[src/rtl/mem_port_arbiter.sv]
// Round-robin arbiter sharing one single-port data memory between the fetch (imem)
// and load/store (dmem) ports, with alignment/range checking and load extension.
module mem_port_arbiter #(
    parameter int MEM_BYTES = 1024,
    parameter int ADDR_W    = 32
) (
    input  logic              clk,
    input  logic              rst,
    input  logic              imem_req_valid,
    output logic              imem_req_ready,
    input  logic [ADDR_W-1:0] imem_addr,
    output logic              imem_rsp_valid,
    output logic [31:0]       imem_rsp_data,
    output logic              imem_rsp_err,
    input  logic              dmem_req_valid,
    output logic              dmem_req_ready,
    input  logic              dmem_we,
    input  logic [ADDR_W-1:0] dmem_addr,
    input  logic [31:0]       dmem_wdata,
    input  logic [1:0]        dmem_size,
    input  logic              dmem_unsigned,
    output logic              dmem_rsp_valid,
    output logic [31:0]       dmem_rsp_data,
    output logic              dmem_rsp_err,
    output logic              mem_read,
    output logic              mem_write,
    output logic [ADDR_W-1:0] mem_addr,
    output logic [31:0]       mem_write_data,
    output logic [3:0]        mem_byte_enable,
    input  logic [31:0]       mem_read_data
);

    localparam int EW = ADDR_W + 1;

    typedef enum logic {IDLE, ACCESS} state_t;
    typedef enum logic {PORT_IMEM, PORT_DMEM} port_t;

    state_t            state, state_next;
    port_t             last_grant, req_port;
    logic [ADDR_W-1:0] req_addr;
    logic [31:0]       req_wdata;
    logic [1:0]        req_size;
    logic              req_we, req_unsigned, req_err;

    logic              accept, pick_dmem, sel_err;
    logic [ADDR_W-1:0] sel_addr;
    logic [1:0]        sel_size;
    logic [2:0]        sel_bytes;
    logic [EW-1:0]     sel_end;
    logic [31:0]       load_data;

    // dmem wins a tie unless it was the last port served
    assign pick_dmem = dmem_req_valid && (!imem_req_valid || last_grant == PORT_IMEM);
    assign accept    = (state == IDLE) && (imem_req_valid || dmem_req_valid);
    assign sel_addr  = pick_dmem ? dmem_addr : imem_addr;
    assign sel_size  = pick_dmem ? dmem_size : 2'b10;

    assign imem_req_ready = (state == IDLE);
    assign dmem_req_ready = (state == IDLE);

    // NOTE: every always_comb output gets a default first so no path can infer a latch.
    always_comb begin
        sel_bytes = 3'd4;
        sel_err   = 1'b0;
        case (sel_size)
            2'b00:   sel_bytes = 3'd1;
            2'b01:   begin sel_bytes = 3'd2; sel_err = sel_addr[0];    end
            2'b10:   begin sel_bytes = 3'd4; sel_err = |sel_addr[1:0]; end
            default: sel_err = 1'b1;
        endcase
        // one extra bit so an address near the top of the space cannot wrap past the check
        sel_end = {1'b0, sel_addr} + EW'(sel_bytes);
        if (sel_end > EW'(MEM_BYTES)) sel_err = 1'b1;
    end

    // NOTE: sequential state uses non-blocking assignments so all registers update together.
    always_ff @(posedge clk) begin
        if (rst) state <= IDLE;
        else     state <= state_next;
    end

    always_comb begin
        state_next      = state;
        mem_read        = 1'b0;
        mem_write       = 1'b0;
        mem_addr        = '0;
        mem_write_data  = '0;
        mem_byte_enable = 4'b0000;
        case (state)
            IDLE: if (accept) state_next = ACCESS;
            ACCESS: begin
                state_next = IDLE;
                // rst gates the strobes so an abandoned store never reaches the memory
                if (!req_err && !rst) begin
                    mem_read       = ~req_we;
                    mem_write      = req_we;
                    mem_addr       = req_addr;
                    mem_write_data = req_wdata;
                    case (req_size)
                        2'b00:   mem_byte_enable = 4'b0001;
                        2'b01:   mem_byte_enable = 4'b0011;
                        default: mem_byte_enable = 4'b1111;
                    endcase
                end
            end
            default: state_next = IDLE;
        endcase
    end

    always_ff @(posedge clk) begin
        if (rst) begin
            last_grant   <= PORT_IMEM;
            req_port     <= PORT_IMEM;
            req_addr     <= '0;
            req_wdata    <= '0;
            req_size     <= 2'b00;
            req_we       <= 1'b0;
            req_unsigned <= 1'b0;
            req_err      <= 1'b0;
        end else if (accept) begin
            last_grant   <= pick_dmem ? PORT_DMEM : PORT_IMEM;
            req_port     <= pick_dmem ? PORT_DMEM : PORT_IMEM;
            req_addr     <= sel_addr;
            req_wdata    <= pick_dmem ? dmem_wdata : 32'h0;
            req_size     <= sel_size;
            req_we       <= pick_dmem & dmem_we;
            req_unsigned <= pick_dmem & dmem_unsigned;
            req_err      <= sel_err;
        end
    end

    always_comb begin
        load_data = 32'h0;
        if (!req_we && !req_err) begin
            case (req_size)
                2'b00:   load_data = req_unsigned ? {24'h0, mem_read_data[7:0]}
                                                  : {{24{mem_read_data[7]}}, mem_read_data[7:0]};
                2'b01:   load_data = req_unsigned ? {16'h0, mem_read_data[15:0]}
                                                  : {{16{mem_read_data[15]}}, mem_read_data[15:0]};
                default: load_data = mem_read_data;
            endcase
        end
    end

    // response outputs are single-cycle pulses, zero whenever valid is low
    always_ff @(posedge clk) begin
        if (rst) begin
            imem_rsp_valid <= 1'b0;
            imem_rsp_data  <= 32'h0;
            imem_rsp_err   <= 1'b0;
            dmem_rsp_valid <= 1'b0;
            dmem_rsp_data  <= 32'h0;
            dmem_rsp_err   <= 1'b0;
        end else begin
            imem_rsp_valid <= 1'b0;
            imem_rsp_data  <= 32'h0;
            imem_rsp_err   <= 1'b0;
            dmem_rsp_valid <= 1'b0;
            dmem_rsp_data  <= 32'h0;
            dmem_rsp_err   <= 1'b0;
            if (state == ACCESS) begin
                if (req_port == PORT_DMEM) begin
                    dmem_rsp_valid <= 1'b1;
                    dmem_rsp_data  <= load_data;
                    dmem_rsp_err   <= req_err;
                end else begin
                    imem_rsp_valid <= 1'b1;
                    imem_rsp_data  <= load_data;
                    imem_rsp_err   <= req_err;
                end
            end
        end
    end

endmodule

[config.mk]
export PLATFORM = sky130hd
export DESIGN_NAME = mem_port_arbiter
export DESIGN_NICKNAME = d
export VERILOG_FILES = /design/src/rtl/mem_port_arbiter.sv
export SDC_FILE = /design/constraint.sdc
export NUM_CORES = 1
export LEC_CHECK = 0
export CAP_MARGIN = 0
export CORE_UTILIZATION = 39
export DETAILED_ROUTE_END_ITERATION = 7
export PLACE_DENSITY = 0.79
export SLEW_MARGIN = 0
export SYNTH_ARGS = -nofsm -noshare
export SYNTH_HDL_FRONTEND = slang
export SYNTH_SLANG_ARGS = --single-unit
[constraint.sdc]
create_clock -name clk -period 5.15 [get_ports clk]
set_input_delay 1.2875 -clock clk [delete_from_list [all_inputs] [get_ports clk]]
set_output_delay 1.2875 -clock clk [all_outputs]
set_load 0.01 [all_outputs]
==> out/qor.csv <==
stage;metric;value;unit
logic_synthesis;Seq/Total Area, Yosys;42.8;%
sta;Worst Max-Slew Pin Slew;0.952;ns
layout;share of layout cells above drive strength 1;5.97;%
logic_synthesis;number of synthesized flops with an enable pin;0;
layout;Layout Area Growth over Synthesis;53.9;%
grt;number of global-route vias before repair;6151;
route;Initial DRC Count;434;
sta;final hold violation count;0;
clock_tree;CTS tree;yes;
logic_synthesis;Post-synth top flop;dfxtp_1;
sta;fin worst setup slack;0.606;ns
logic_synthesis;Yosys cell types;60;
die;Die Span Y;131;um
route;post-route ant nets;0;
logic_synthesis;most frequent cells after synthesis;158 x nor2_1, 139 x dfxtp_1, 70 x and2_1, 55 x nand2_1, 42 x clkbuf_1;
layout;Final nets;1181;
die;Die X;131;um
logic_synthesis;Synth Cell Area;6500;um^2
grt;largest net degree at the start of global routing;72;
place;port bufs;275;
route;final wirelength;21.7;mm
sta;RSZ-0062 raised after global routing;no;
clock_tree;CTS Buffer Depth;2;
route;routed vias;6630;
layout;final-layout fill cell count;1400;
status;status;finished clean;
sta;min Tclk post-route;4.54;ns
flow_run;Max Cap Viol;0;
logic_synthesis;Yosys Warn Count;0;
logic_synthesis;area leader, netlist;dfxtp_1;
grt;GRT Util Overall;25.0;%
hold_path;Hold Crit Class;register to register;
clock_tree;CTS clock-pin slew for the worst setup and hold paths;0.07;ns
critical_path;critical path capture point type;register;
place;GPL Wtd Cong;0.901;
route;DRC;0;
logic_synthesis;most common cell in the synthesized netlist;nor2_1;
die;die area;17200;um^2
place;pre-CTS WS;0.181;ns
sta;fmax;220;MHz
logic_synthesis;share of the synthesized area in the top cell type;42.8;%
logic_synthesis;Syn Inst Count;786;
clock_tree;Num CTS Buffers;17;
sta;headroom to the max-slew limit;36.3;%
route;wire per inst;17.1;um
sta;Slew Limit Fails;0;
sta;endpoints failing setup;0;
critical_path;critical path required time;5.41;ns
power;PwrDens;281;nW/um^2
die;I/O pin count;276;
logic_synthesis;Avg Cell Area, Syn;8.26;um^2
critical_path;critical path startpoint category;primary input;
critical_path;critical path arrival;4.80;ns
sta;final setup TNS;0;ns
clock_tree;clk_lat worst skew;0.41;ns
grt;global-route wire length before repair;32.7;mm
clock_tree;Sink Count;139;
clock_tree;root buf cell;clkbuf_16;
die;Initial Util;40.5;%
die;std cell rows;46;
clock_tree;hold_buf cts;0;
critical_path;WS Path Type;primary input to register;
power;worst vdd ir;0.234;mV
logic_synthesis;#FFs+latches synth;139;
sta;Worst Skew;0.00705;ns
sta;worst hold margin;0.493;ns
clock_tree;H-tree Lvls;4;
sta;fin crit share;88.2;%
grt;total gr overflow;0;
logic_synthesis;top cells by area, synth;dfxtp_1 43%, nor2_1 9.1%, and2_1 6.7%;
route;DRT Pass-1 Iters;5;
clock_tree;CTS resizes;0;
logic_synthesis;fraction of registers with async set/reset;0;%
grt;antenna violations before repair;0;
layout;Antenna Cells;0;
critical_path;Worst Path Max Fanout;9;
place;detailed-placement wirelength estimate;16.3;mm
clock_tree;postcts setup bufs;0;
route;vias per cell;5.22;
logic_synthesis;Syn Nets;925;
die;Core ar.;16100;um^2
power;Pleak;3.90;nW
==> placed cells by master (no fill, tap or decap), types with 18 or more instances in the layout <==
| cell type | count |
|---|---|
| clkdlybuf4s50_1 | 274 |
| nor2_1 | 155 |
| dfxtp_1 | 139 |
| and2_1 | 70 |
| nand2_1 | 55 |
| a22oi_1 | 37 |
| nand3_1 | 23 |
| mux2i_1 | 22 |
| and3_1 | 21 |
| nor3_1 | 18 |
| a211oi_1 | 18 |
==> worst paths after layout <==
kind	start	end	slack (ns)	cells past startpoint
hold / removal	req_addr[9]	req_addr[9]	0.49	2
setup / recovery	dmem_req_valid	req_err	0.61	14
setup reg to reg	req_port	req_err	1.71	13
hold reg to reg	req_addr[9]	req_addr[9]	0.49	2
==> state kept, by name, summed over array words and instances (netlist names) <==
signal          flops
dmem_rsp_data      32
dmem_rsp_err        1
dmem_rsp_valid      1
imem_rsp_data      32
imem_rsp_err        1
imem_rsp_valid      1
req_addr           32
req_err             1
req_port            1
req_size            2
req_unsigned        1
req_wdata          32
req_we              1
state               1
==> cell type report <==
class	instances	area [um^2]	area share [%]
clock buffer	17	425	4.25
clock inverter	15	145	1.45
inverter	10	37.5	0.375
multi-input combinational	585	3470	34.7
sequential	139	2780	27.8
tap	216	270	2.70
timing repair buffer	289	2870	28.7
==> report_power, final <==
part	switching, mW	internal [mW]
Combinational	0.245	0.230
Clock	0.531	0.644
Sequential	0.0289	1.13
==> cells by family after synthesis <==
| kind of cell | after synthesis | share of synthesized area, % |
|---|---|---|
| simple gates | 408 | 31.1 |
| flops | 139 | 42.8 |
| compound gates | 134 | 15.0 |
| buf+inv | 62 | 4.28 |
| mux | 26 | 4.26 |
| xor+xnor | 14 | 1.89 |
| fa+ha+maj | 3 | 0.578 |
==> layer usage <==
metal	track usage [%]	wire, um	vias to the layer above
met4	9.47	531	0
met3	6.09	1710	37
met1	30.2	8820	3029
met2	42.8	10600	287
li1	-	-	3277
met5	0	0	-
==> through the flow <==
step | total power, mW | utilization [%] | area, um^2 | instances
6_report | 2.81 | 62.3 | 10000 | 1271
5_1_grt | 2.93 | 62.3 | 10000 | 1271
4_1_cts | 2.82 | 62.3 | 10000 | 1271
3_5_place_dp | 1.65 | 58.7 | 9430 | 1239
3_3_place_gp | 1.65 | 58.7 | 9430 | 1239
2_1_floorplan | 1.41 | - | 6500 | 786
==> worst max-delay path: stages <==
cell             delay [ns]
clkdlybuf4s50_1        0.60
a21boi_4               0.32
nand2b_1               0.14
nor2_1                 0.11
ha_1                   0.22
ha_1                   0.19
a21o_1                 0.13
a41o_1                 0.25
nand3_1                0.16
or4_1                  0.49
a221oi_1               0.31
nand4_1                0.12
nor4_1                 0.34
a211oi_1               0.12
No activity file was read; power rests on OpenSTA's default activity.
